===== config.mk =====
export PLATFORM = sky130hd
export DESIGN_NAME = rk4_clk_cal
export DESIGN_NICKNAME = d
export VERILOG_FILES = /design/src/rtl/rk4_cal_pkg.sv /design/src/rtl/rk4_edge_counter.sv /design/src/rtl/rk4_clk_cal.sv
export SDC_FILE = /design/constraint.sdc
export NUM_CORES = 1
export LEC_CHECK = 0
export BUFFER_PORTS_ARGS = -buffer_cell sky130_fd_sc_hd__clkbuf_2
export CORE_ASPECT_RATIO = 0.7
export CORE_UTILIZATION = 55
export CTS_CLUSTER_SIZE = 16
export DETAILED_ROUTE_END_ITERATION = 10
export PLACE_DENSITY = 0.75
export SYNTH_ARGS = -nofsm -noshare
export SYNTH_HDL_FRONTEND = slang
export SYNTH_SLANG_ARGS = --single-unit

===== constraint.sdc =====
create_clock -name clk_in -period 9.1 [get_ports clk_in]
set_clock_uncertainty 0.15 [all_clocks]
set_input_delay 1.82 -clock clk_in [delete_from_list [all_inputs] [get_ports clk_in]]
set_output_delay 1.82 -clock clk_in [all_outputs]
set_load 0.05 [all_outputs]

===== src/rtl/rk4_cal_pkg.sv =====
// rk4_cal_pkg: shared types and constants for the RK4 clock calibration block.
// Imported by rk4_edge_counter and rk4_clk_cal.
package rk4_cal_pkg;

   typedef enum logic [2:0] {
      IDLE,
      SETTLE,
      MEASURE,
      COMPARE,
      DONE
   } state_t;

   localparam int         NUM_OSC        = 3;
   localparam logic [1:0] SEL_EXT        = 2'b11;
   localparam int         OSC_RST_CYCLES = 4;

endpackage


===== src/rtl/rk4_edge_counter.sv =====
// rk4_edge_counter: synchronizes the divided oscillator clock and counts
// its rising edges with clear/enable and saturation.
module rk4_edge_counter #(
   parameter int CNT_W       = 16,
   parameter int SYNC_STAGES = 2
) (
   input  logic             clk,
   input  logic             rst_n,
   input  logic             din,
   input  logic             clr,
   input  logic             en,
   output logic [CNT_W-1:0] count
);

   logic [SYNC_STAGES-1:0] sync_q;
   logic                   prev_q;
   logic                   rise;

   // Free-running so the edge history is valid when a window opens.
   always_ff @(posedge clk or negedge rst_n) begin
      if (!rst_n) begin
         sync_q <= '0;
         prev_q <= 1'b0;
      end else begin
         sync_q <= {sync_q[SYNC_STAGES-2:0], din};
         prev_q <= sync_q[SYNC_STAGES-1];
      end
   end

   assign rise = sync_q[SYNC_STAGES-1] & ~prev_q;

   always_ff @(posedge clk or negedge rst_n) begin
      if (!rst_n) begin
         count <= '0;
      end else if (clr) begin
         count <= '0;
      end else if (en && rise && (count != '1)) begin
         count <= count + 1'b1;
      end
   end

endmodule


===== src/rtl/rk4_clk_cal.sv =====
// rk4_clk_cal: sweeps the three ring oscillators and keeps the closest to target.
// Define RK4_CLK_CAL_ABORT_EN to add the abort input and aborted output.
module rk4_clk_cal
   import rk4_cal_pkg::*;
#(
   parameter int CNT_W         = 16,
   parameter int GATE_W        = 16,
   parameter int SYNC_STAGES   = 2,
   parameter int SETTLE_CYCLES = 64
) (
   input  logic              clk_in,
   input  logic              rst_n,
   input  logic              start,
   input  logic [GATE_W-1:0] gate_len,
   input  logic [CNT_W-1:0]  target,
   input  logic              osc_div_in,
`ifdef RK4_CLK_CAL_ABORT_EN
   input  logic              abort,
   output logic              aborted,
`endif
   output logic              osc_en,
   output logic              osc_rst,
   output logic [1:0]        sel,
   output logic              busy,
   output logic              done,
   output logic [1:0]        best_sel,
   output logic [CNT_W-1:0]  best_count,
   output logic              meas_valid,
   output logic [1:0]        meas_idx,
   output logic [CNT_W-1:0]  meas_count
);

   localparam int SET_W = ($clog2(SETTLE_CYCLES) > 3) ? $clog2(SETTLE_CYCLES) : 3;
   localparam logic [SET_W-1:0] SETTLE_LAST = SET_W'(SETTLE_CYCLES - 1);
   localparam logic [SET_W-1:0] RST_LAST    = SET_W'(OSC_RST_CYCLES);
   localparam logic [1:0]       LAST_IDX    = 2'(NUM_OSC - 1);

   state_t             state_q, state_d;
   logic [1:0]         idx_q, best_sel_q, sel_raw, meas_idx_q;
   logic [SET_W-1:0]   settle_q;
   logic [GATE_W-1:0]  gate_q, win_q;
   logic [CNT_W-1:0]   target_q, count, best_count_q, meas_count_q;
   logic [CNT_W:0]     diff, err, best_err_q;
   logic               init_q, osc_en_q, meas_valid_q, better, abort_hit;

`ifdef RK4_CLK_CAL_ABORT_EN
   logic [1:0]         sv_sel_q;
   logic [CNT_W-1:0]   sv_count_q;
   logic [CNT_W:0]     sv_err_q;
   logic               aborted_q;

   assign abort_hit = abort && (state_q != IDLE);
   assign aborted   = aborted_q;
`else
   assign abort_hit = 1'b0;
`endif

   rk4_edge_counter #(
      .CNT_W       (CNT_W),
      .SYNC_STAGES (SYNC_STAGES)
   ) u_cnt (
      .clk   (clk_in),
      .rst_n (rst_n),
      .din   (osc_div_in),
      .clr   (state_q == SETTLE),
      .en    (state_q == MEASURE),
      .count (count)
   );

   always_ff @(posedge clk_in or negedge rst_n) begin
      if (!rst_n) state_q <= IDLE;
      else        state_q <= state_d;
   end

   always_comb begin
      state_d = state_q;
      unique case (state_q)
         IDLE:    if (start) state_d = SETTLE;
         SETTLE:  if (settle_q == SETTLE_LAST) state_d = MEASURE;
         MEASURE: if (win_q == gate_q - 1'b1) state_d = COMPARE;
         COMPARE: state_d = (idx_q == LAST_IDX) ? DONE : SETTLE;
         DONE:    state_d = IDLE;
         default: state_d = IDLE;
      endcase
      if (abort_hit) state_d = IDLE;
   end

   // Error kept one bit wider so |count-target| never wraps.
   always_comb begin
      diff   = {1'b0, count} - {1'b0, target_q};
      err    = diff[CNT_W] ? (~diff + 1'b1) : diff;
      better = (idx_q == 2'd0) || (err < best_err_q);
   end

   always_ff @(posedge clk_in or negedge rst_n) begin
      if (!rst_n) begin
         init_q       <= 1'b0;
         osc_en_q     <= 1'b0;
         settle_q     <= '0;
         win_q        <= '0;
         gate_q       <= '0;
         target_q     <= '0;
         idx_q        <= '0;
         best_sel_q   <= '0;
         best_count_q <= '0;
         best_err_q   <= '0;
         meas_valid_q <= 1'b0;
         meas_idx_q   <= '0;
         meas_count_q <= '0;
`ifdef RK4_CLK_CAL_ABORT_EN
         sv_sel_q     <= '0;
         sv_count_q   <= '0;
         sv_err_q     <= '0;
         aborted_q    <= 1'b0;
`endif
      end else begin
         init_q       <= 1'b1;
         meas_valid_q <= 1'b0;
         settle_q     <= (state_q == SETTLE) ? settle_q + 1'b1 : '0;
         win_q        <= (state_q == MEASURE) ? win_q + 1'b1 : '0;
         if (state_q == IDLE && start) begin
            gate_q   <= (gate_len == '0) ? GATE_W'(1) : gate_len;
            target_q <= target;
            idx_q    <= '0;
            osc_en_q <= 1'b1;
`ifdef RK4_CLK_CAL_ABORT_EN
            sv_sel_q   <= best_sel_q;
            sv_count_q <= best_count_q;
            sv_err_q   <= best_err_q;
`endif
         end
         if (state_q == COMPARE) begin
            meas_valid_q <= 1'b1;
            meas_idx_q   <= idx_q;
            meas_count_q <= count;
            if (better) begin
               best_sel_q   <= idx_q;
               best_count_q <= count;
               best_err_q   <= err;
            end
            if (idx_q != LAST_IDX) idx_q <= idx_q + 1'b1;
         end
`ifdef RK4_CLK_CAL_ABORT_EN
         aborted_q <= abort_hit;
         if (abort_hit) begin
            best_sel_q   <= sv_sel_q;
            best_count_q <= sv_count_q;
            best_err_q   <= sv_err_q;
         end
`endif
      end
   end

   always_comb begin
      sel_raw = idx_q;
      osc_rst = 1'b0;
      busy    = 1'b1;
      done    = 1'b0;
      unique case (state_q)
         IDLE: begin
            sel_raw = best_sel_q;
            osc_rst = !init_q;
            busy    = 1'b0;
         end
         SETTLE: osc_rst = (settle_q < RST_LAST);
         MEASURE, COMPARE: begin
         end
         DONE: begin
            sel_raw = best_sel_q;
            done    = 1'b1;
         end
         default: begin
            sel_raw = best_sel_q;
            busy    = 1'b0;
         end
      endcase
      // The external mux code is reserved for the clock generator.
      sel = (sel_raw == SEL_EXT) ? 2'b00 : sel_raw;
   end

   assign osc_en     = osc_en_q;
   assign best_sel   = best_sel_q;
   assign best_count = best_count_q;
   assign meas_valid = meas_valid_q;
   assign meas_idx   = meas_idx_q;
   assign meas_count = meas_count_q;

endmodule

# Word-level counts from Yosys, hierarchy flattened
# Cells that the tools add are included.
# W data, S select, Z words.
# totals
regBits	134
in_bits	36
output_inout_bits	43
# classes
addsub	7
magnitude_cmp	2
eq_ne	13
mux	20
n_bitwise	3
n_reduce_logical	13
# op_table
cell	n
$mux W16	4
$add A16 B1 Y16 const B	2
$add A17 B1 Y17 const B	1
$lt A17 B17 Y1	1
$mux W17	1
$not A17 Y17	1
$sub A16 B16 Y17	1
$eq A16 B16 Y1	1
$logic_not A16 Y1	1
$ne A16 B16 Y1 const B	1
$sub A16 B1 Y16 const B	1
$mux W3	4
$pmux W3 S4	1
$mux W2	5
$ne A2 B2 Y1 const B	4
$add A6 B1 Y6 const B	1
$eq A3 B2 Y1 const B	2
$eq A6 B6 Y1 const B	1
$lt A6 B3 Y1 const B	1
$mux W6	1
$eq A2 B2 Y1 const B	2
$reduce_or A4 Y1	1
$eq A3 B1 Y1 const B	1
$eq A3 B3 Y1 const B	1
other kinds (14)	18

# Longest topological paths before layout
# Gate-level depths: netlist of run 1.
# logic_depth
ltp_word	7
depth_mapped	21
ltp_nobuf	19

# Cells and area by module
# Synthesis of run 1 repeated with hierarchy kept, for this count alone.
# unflattened
cells_unflattened	846
hier_area_um2	7876.3
# by_module_without_submodules
module	instances	cells_each	area_per_inst_um2
rk4_clk_cal	1	742	6857.8
rk4_edge_counter	1	104	1018.5

# Worst setup path before layout of run 1
# No wires, ideal clock.
# synth_timing
path_kind	flip-flop to flip-flop
startpoint	register u_cnt.count[0]
endpoint	register best_count_q[0] (netlist: best_count[0])
setup_time_ps	125
arrival_time_ps	4515
setup_slack_ps	4310
stages_incl_launch_ff	21
cell_sequence	dfrtp_1 > inv_1 > ha_1 > fa_1 > nor2b_1 > o211ai_1 > a31oi_1 > xnor2_1 > and3_1 > clkbuf_1 > a31oi_1 > xor2_1 > ha_1 > a21o_1 > a211oi_1 > o211ai_1 > o21ai_0 > a21oi_1 > nand2_1 > clkbuf_1 > mux2_2
# synth_via
elab_chain_cells	7
# synth_lines
element	line_no	source
start, declared	rk4_edge_counter.sv:12	output logic [CNT_W-1:0] count
start signal, assigned	rk4_edge_counter.sv:38	count <= count + 1'b1;
$sub A16 B16 Y17 (*)	rk4_clk_cal.sv:90	diff = {1'b0, count} - {1'b0, target_q};
$not A17 Y17	rk4_clk_cal.sv:91	err = diff[CNT_W] ? (~diff + 1'b1) : diff;
$add A17 B1 Y17	rk4_clk_cal.sv:91	
$mux W17 (*)	rk4_clk_cal.sv:91	
via err[10]	rk4_clk_cal.sv:43	logic [CNT_W:0] diff, err, best_err_q;
$lt A17 B17 Y1 (*)	rk4_clk_cal.sv:92	better = (idx_q == 2'd0) || (err < best_err_q);
$logic_or A1 B1 Y1 (*)	rk4_clk_cal.sv:92	
$reduce_and A2 Y1 (no line) (*)	-	
end signal, assigned	rk4_clk_cal.sv:138	best_count_q <= count;
end, declared	rk4_clk_cal.sv:42	logic [CNT_W-1:0] target_q, count, best_count_q, meas_count_q;
# The timed path passes the listed nets; every way through them passes the cells marked *.
# A chain may end at the register's enable or synchronous reset.

# Worst setup path in the final report of run 1
# layout_timing
startpoint	register u_cnt.count[0]
endpoint	register best_err_q[15]
# layout_via
elab_chain_cells	7
# layout_lines
element	line_no	source
$sub A16 B16 Y17 (*)	rk4_clk_cal.sv:90	
$not A17 Y17	rk4_clk_cal.sv:91	
$add A17 B1 Y17	rk4_clk_cal.sv:91	
$mux W17 (*)	rk4_clk_cal.sv:91	
via err[8]	rk4_clk_cal.sv:43	
$lt A17 B17 Y1 (*)	rk4_clk_cal.sv:92	
$logic_or A1 B1 Y1 (*)	rk4_clk_cal.sv:92	
$reduce_and A2 Y1 (no line) (*)	-	
end signal, assigned	rk4_clk_cal.sv:139	best_err_q <= err;
end, declared	rk4_clk_cal.sv:43	
# Marks and branches as above.

==> impl_metrics.toml, run 1 <==
[outcome]
status = "completed"

[critical_path]
cp_num_buf_inv = 2
max_stage_delay_ps = 480
critPathArrivalTime_ps = 5810
r2r_slack_ps = 3480
crit_path_cell_trace = "inv_1 > ha_1 > fa_1 > nor2b_1 > o31a_1 > o311ai_1 > a31oi_1 > a31o_2 > a21oi_1 > xnor2_1 > ha_1 > and4_1 > a21oi_1 > o211ai_1 > o21ai_0 > a21oi_1 > nand2_1 > buf_4 > or4b_1 > nand4_1"
required_ps = 9290
regToRegEndpoint = "best_err_q[15]"
start_kind = "register"
crit_start = "u_cnt.count[0]"
crit_type = "register to register"
cp_top_family = "compound AO/OA/AOI/OAI gates"
end_kind = "register"
cp_common_cell = "a21oi_1"
r2r-start = "u_cnt.count[0]"
worstRegToRegCells = 20
cp_max_fo = 34
crit_slowest_cell = "or4b_1"

[floorplanning]
start_util_pct = 56.9
ios = 79
rows = 35
die_height_um = 100
die_x_um = 142
coreArea_mm2 = 0.0133
die_area_mm2 = 0.0143

[routing]
ant_nets = 0
post_drt_wl_per_cell_um = 17.3
drtIter0Drc = 396
first_pass_iters = 5
remaining_drc_errors = 0
totalWireLength_um = 18500
via_per_inst = 5.77
num_vias = 6173

[min_path]
hold_depth = 0
hp-start = "u_cnt.sync_q[0]"
whs_endpoint = "u_cnt.sync_q[1]"
hp-class = "register to register"

[global_routing]
grt-busiest-layer = "met2"
grt_start_max_net_pins = 77
antenna_found_initial = 0
use_met1_pct = 40.6
grt_usage_pct = 27.8
grt_pass1_wl_um = 30400
grtUsageMet3_pct = 6.25
grt_pass1_vias = 6071
met2_usage_pct = 41.4
grt-ovfl-total = 0

[sta]
fin_crit_ps = 5620
tns_ps = 0
hold_viol = 0
fmax_mhz = 178
relSlewSlack_pct = 36.9
worstMarginPinSlew_ps = 947
rsz0062_at_grt = "false"
post-route-period-util_pct = 61.7
drv_slew = 0
setup_violations = 0

[synthesis]
netlist_instances = 796
synthArstFlopShare_pct = 100
synth_area_per_cell_um2 = 9.52
synth_edf_count = 0
synth.net_count = 870
yosys_most_used_dff = "dfrtp_1"
ys_ff_latch = 134
synth-seq-area-share_pct = 44.2
synth_warnings = 0
syn_area_mm2 = 0.00758
synth_cell_types = 60

[place]
place_area_mm2 = 0.00814
routabilityCongestion = 0.884
dp_hpwl_um = 13400
dp.cells = 1038
numPortBuffers = 78

[pwr]
p_per_area_mw_per_mm2 = 230
ir_drop_mv = 0.101
power_leakage_nw = 4.02

[clock_tree]
numClockSinks = 134
cts_buffers = 17
clkTransAtPathRegs_ps = 60
clock_tree.htree_level_count = 4
cts_tree = "built"
cts_hold_buf = 0
cts-resized-gates = 0
clockRootBuffer = "clkbuf_16"
clkLatencyLatePin_ps = 420
cts_setup_buffers = 0
cts_max_path_buffers = 2

[layout]
layout.nets = 946
diodes = 0
final_cells = 1070
area_growth_pct = 15.4
drive_gt1_share_pct = 19.1
postLayoutCoreUtil_pct = 65.7
stdcell_area_mm2 = 0.00874

[job]
max_cap_violations = 0
cell type report:
type	instances	area (um2)
clock buffers	19	433
clock inverters	13	171
fillers	1058	4570
inverters	45	169
multi-input cells	591	3950
flip-flops and latches	134	3350
well taps	185	231
repair buffers	83	434
cell usage after synthesis (19+ instances only):
cell type	number	area [um2]
dfrtp_1	134	3350
nand2_1	104	390
nor2_1	74	278
mux2_2	45	507
o21ai_0	45	225
inv_1	44	165
a21oi_1	37	185
ha_1	37	463
xnor2_1	36	315
xor2_1	34	298
nand3_1	24	120
clkbuf_1	19	71.3
cell families (layout without fill, tap and decap cells):
logic type | Yosys count | count (layout) | synth area share [%]
DFF | 134 | 134 | 44.2
buffers and inverters | 71 | 160 | 3.68
and+or+nand+nor | 289 | 289 | 18.1
muxes | 47 | 47 | 6.95
xor gates and xnor gates | 71 | 71 | 8.30
AOI/OAI and AO/OA | 145 | 145 | 12.3
adders and majority gates | 38 | 38 | 6.37
other | 1 | 1 | 0.0495
routing by layer:
metal / share of wire [%] / vias up / wire, um
met4: 1.1 / 0 / 202
met2: 43 / 199 / 7970
li1: - / 2927 / -
met3: 5.9 / 22 / 1100
met5: 0 / - / 0
met1: 50 / 3025 / 9260
power breakdown:
part           internal, mW  leakage [nW]  switching (mW)  total [mW]
clock network         0.435         0.289           0.277       0.712
logic                 0.234          1.95           0.350       0.585
registers             0.661          1.78          0.0566       0.717
total                  1.33          4.02           0.684        2.01
per-stage QoR:
step	total power, mW	setup WS (ps)	hold WS (ps)
after floorplan	1.14	4310	181
after global placement	1.27	3810	186
after detailed placement	1.30	3610	193
after CTS	2.02	3580	194
after global routing	2.12	3100	194
final	2.01	3480	193
worst max-delay path by stage:
stage	end	slack, ps	depth (start not counted)
floorplan	best_count[0]	4310	20
global placement	best_err_q[15]	3810	20
detailed placement	best_err_q[15]	3610	20
CTS	best_err_q[15]	3580	20
global route	best_err_q[15]	3100	20
finish	best_err_q[15]	3480	20
cells in the final DEF, fill, tap and decap left out, types with 3 or more instances in the layout:
master / count
nand2b_1: 3
nor2b_1: 9
buf_4: 5
nand4_1: 11
and4_1: 6
and2_1: 11
inv_6: 4
o21a_1: 3
ha_1: 37
clkbuf_2: 77
bufinv_16: 3
a21o_1: 4
nand2_1: 104
nand3_1: 24
a31oi_1: 9
o311a_1: 3
nor4_1: 5
o211ai_1: 7
or3_1: 8
xor2_1: 34
and3_1: 12
clkbuf_16: 17
mux2_2: 45
a41oi_1: 4
o21ai_0: 45
nor3_1: 8
o31ai_1: 4
dfrtp_1: 134
xnor2_1: 36
a21oi_1: 37
inv_1: 44
nor2_1: 74
a211oi_1: 11
clkinv_4: 3
o31a_1: 3
flip-flops by register name (all words and copies together), names as in the netlist:
name	flops
win_q	16
meas_valid	1
gate_q	16
u_cnt.count	16
meas_idx	2
osc_en	1
u_cnt.sync_q	2
u_cnt.prev_q	1
best_err_q	17
state_q	3
init_q	1
best_sel	2
best_count	16
meas_count	16
settle_q	6
target_q	16
idx_q	2
No activity file was read; power rests on OpenSTA's default activity.
==> run 2, diff against run 1 <==
- ABC_AREA: unset -> 1
- CORE_UTILIZATION: 55 -> 54
- PLACE_DENSITY: 0.75 -> 0.77
- clock period: 9.1 -> 4.7 ns (I/O delays scaled with it)
==> run 2 against run 1 <==
Synthesized cell count up 31%. First-iteration DRC count rose by 31%. Routed wire length is 7.8% higher. Final cell count rose by 24%. Combinational power decreased by 93%. Critical path type unchanged. Design area grew 4.7%.
==> impl_metrics.toml, run 2 <==
[outcome]
status = "completed"

[critical_path]
max_stage_delay_ps = 530
crit_start = "u_cnt.count[0]"
required_ps = 4870
crit_slowest_cell = "fa_1"
crit_type = "register to register"
cp_max_fo = 51
critPathArrivalTime_ps = 4510
end_kind = "register"
cp_common_cell = "nand2_1"
crit_path_cell_trace = "inv_1 > ha_1 > fa_1 > ha_1 > a21boi_0 > nand3_1 > nor2_2 > nand4_1 > nor2_2 > nand3_2 > nand2_1 > nand2_1 > and2_1 > ha_1 > nand2_1 > inv_1 > o21ai_0 > nand2_1 > nor2_1 > nand3_1 > a21oi_2 > inv_1 > buf_8 > o21ai_0"
r2r-start = "u_cnt.count[0]"
start_kind = "register"

[synthesis]
yosys_most_used_dff = "dfrtp_1"
ys_ff_latch = 134
synth_area_per_cell_um2 = 7.64
netlist_instances = 1042
synthArstFlopShare_pct = 100
yosys.area.top_type = "dfrtp_1"
synth.net_count = 1116
synth-seq-area-share_pct = 42.1
ys_top_cells_by_area = "dfrtp_1, nand2_1, inv_1"
synth_warnings = 0
synth_cell_types = 44
synth_edf_count = 0
synthTopCellsByCount = "nand2_1, inv_1, dfrtp_1"
synth_top_cell_area_share_pct = 42.1
syn_area_mm2 = 0.00796
yosys.cell_count.top_type = "nand2_1"

[layout]
area_growth_pct = 15.0
multi_input_area_mm2 = 0.00392
diodes = 0
final_cell_mix = "nand2_1, inv_1, dfrtp_1, nor2_1, clkbuf_2"
final_cells = 1329
drive_gt1_share_pct = 15.5
layout_commonest_cell = "nand2_1"
regArea_mm2 = 0.00335
largest_register_ffs = 17
regMostFlops = "best_err_q"
layout.nets = 1200
nFillCells = 1209

[floorplanning]
die_area_mm2 = 0.0152
start_util_pct = 56.3
rows = 36
ios = 79
die_x_um = 147
coreArea_mm2 = 0.0141
die_height_um = 104

[global_routing]
antenna_found_initial = 0
grt_start_max_net_pins = 92
grt_usage_pct = 27.6
grt_pass1_vias = 6652
use_met1_pct = 41.6
grt-busiest-layer = "met1"
grtUsageMet3_pct = 6.92
grt_pass1_wl_um = 33000
grt-ovfl-total = 0
met2_usage_pct = 38.4

[sta]
post-route-period-util_pct = 92.4
hold_viol = 0
setup_ws_ps = 356
setup_violations = 0
relSlewSlack_pct = 45.6
worstMarginPinSlew_ps = 816
rsz0062_at_grt = "false"
drv_slew = 0
fmax_mhz = 230
fin_crit_ps = 4340
tns_ps = 0

[place]
dp_worst_setup_slack_ps = 361
numPortBuffers = 78
routabilityCongestion = 0.897
dp_hpwl_um = 14800
dp.cells = 1296

[clock_tree]
clockRootBuffer = "clkbuf_16"
numClockSinks = 134
clock_tree.htree_level_count = 4
cts_max_path_buffers = 2
cts_hold_buf = 0
clkTransAtPathRegs_ps = 70
cts_tree = "built"
clkLatencyLatePin_ps = 420
cts_buffers = 17

[routing]
num_vias = 7076
drtIter0Drc = 519
ant_nets = 0
via_per_inst = 5.32
first_pass_iters = 5
post_drt_wl_per_cell_um = 15.0
remaining_drc_errors = 0
totalWireLength_um = 20000

[pwr]
p_int_mw = 1.88
power_leakage_nw = 4.74
combPwrFrac_pct = 1.7
p_per_area_mw_per_mm2 = 271
switching_share_pct = 24.2
seqPwrFrac_pct = 46.6
ir_drop_mv = 0.225
power.share.clock_pct = 51.8
power.net_switching_uw = 601

[min_path]
hp-class = "register to register"
hp-start = "u_cnt.sync_q[0]"

[job]
max_cap_violations = 0
-- run 2: cell count changes in the layout (fill, tap and decap cells not counted), moves of 8 or more --
cell      previous run  this run
nor2_1              74        97
and3_1              12         0
nand3_1             24        57
xnor2_1             36         4
nor3_1               8        23
inv_1               44       158
nor2b_1              9         0
nand2_2              0        19
a21oi_1             37        54
mux2_2              45        10
o21ai_0             45        76
nand2_1            104       237
or3_1                8         0
a211oi_1            11         1
-- run 2: path summary, 6_finish.rpt --
check	endpoint	slack, ps	depth (start not counted)
hold reg to reg	u_cnt.sync_q[1]	200	0
hold / removal	u_cnt.sync_q[1]	200	0
max in group asynchronous	best_err_q[1]	3100	2
min in group asynchronous	gate_q[0]	410	1
setup / recovery	best_count[7]	360	24
setup reg to reg	best_count[7]	360	24
-- run 2: cell type report --
| type | instances | area share [%] |
|---|---|---|
| inverters | 162 | 6.64 |
| clock inverters | 14 | 1.45 |
| clock buffers | 18 | 4.80 |
| well taps | 190 | 2.60 |
| flip-flops and latches | 134 | 36.6 |
| multi-input cells | 725 | 42.8 |
| repair buffers | 86 | 5.07 |
-- run 2: power groups by stage --
| stage | registers, mW | logic, mW | clock network [mW] |
|---|---|---|---|
| finish | 1.16 | 0.0418 | 1.29 |
| CTS | 1.16 | 0.0437 | 1.31 |
| global placement | 1.18 | 0.0437 | 0 |
| global route | 1.16 | 0.0492 | 1.35 |
| detailed placement | 1.18 | 0.0439 | 0 |
| floorplan | 1.18 | 0.00198 | 0 |
-- run 2: repair_timing --
| action | in CTS | in global routing |
|---|---|---|
| resized for setup | 0 | 5 |
| hold endpoints to repair | 0 | 0 |
| setup endpoints to repair | 0 | 31 |
| setup buffers | 0 | 1 |
-- run 2: layer usage --
metal / part of all wire, % / vias up / wire (um)
li1: - / 3517 / -
met1: 51 / 3308 / 10200
met2: 40 / 227 / 8060
met3: 7.0 / 24 / 1410
met4: 1.5 / 0 / 293
met5: 0 / - / 0
-- run 2: through the flow --
stage | power (mW) | cell area (um2) | util (%) | hold WS (ps)
final | 2.48 | 9150 | 64.7 | 199
after global routing | 2.55 | 9150 | 64.7 | 210
after CTS | 2.50 | 9130 | 64.5 | 200
after detailed placement | 1.22 | 8560 | 60.5 | 185
after global placement | 1.22 | 8560 | 60.5 | 184
after floorplan | 1.18 | 7960 | - | 181
-- run 2: critical path, delay by kind of cell (launching register included) --
family	cells	cell delay (ps)
buf+inv	4	420
flops	1	350
simple gates	12	1370
fa+ha+maj	4	1230
compound gates	4	730
-- run 2: logic make-up after synthesis --
family | synth area share (%)
buffers and inverters | 8.80
other | 0.0471
adder cells (fa/ha/maj) | 6.07
flip-flops | 42.1
XOR/XNOR | 4.02
AND/OR/NAND/NOR | 27.6
multiplexers | 1.41
AO/OA/AOI/OAI | 9.97
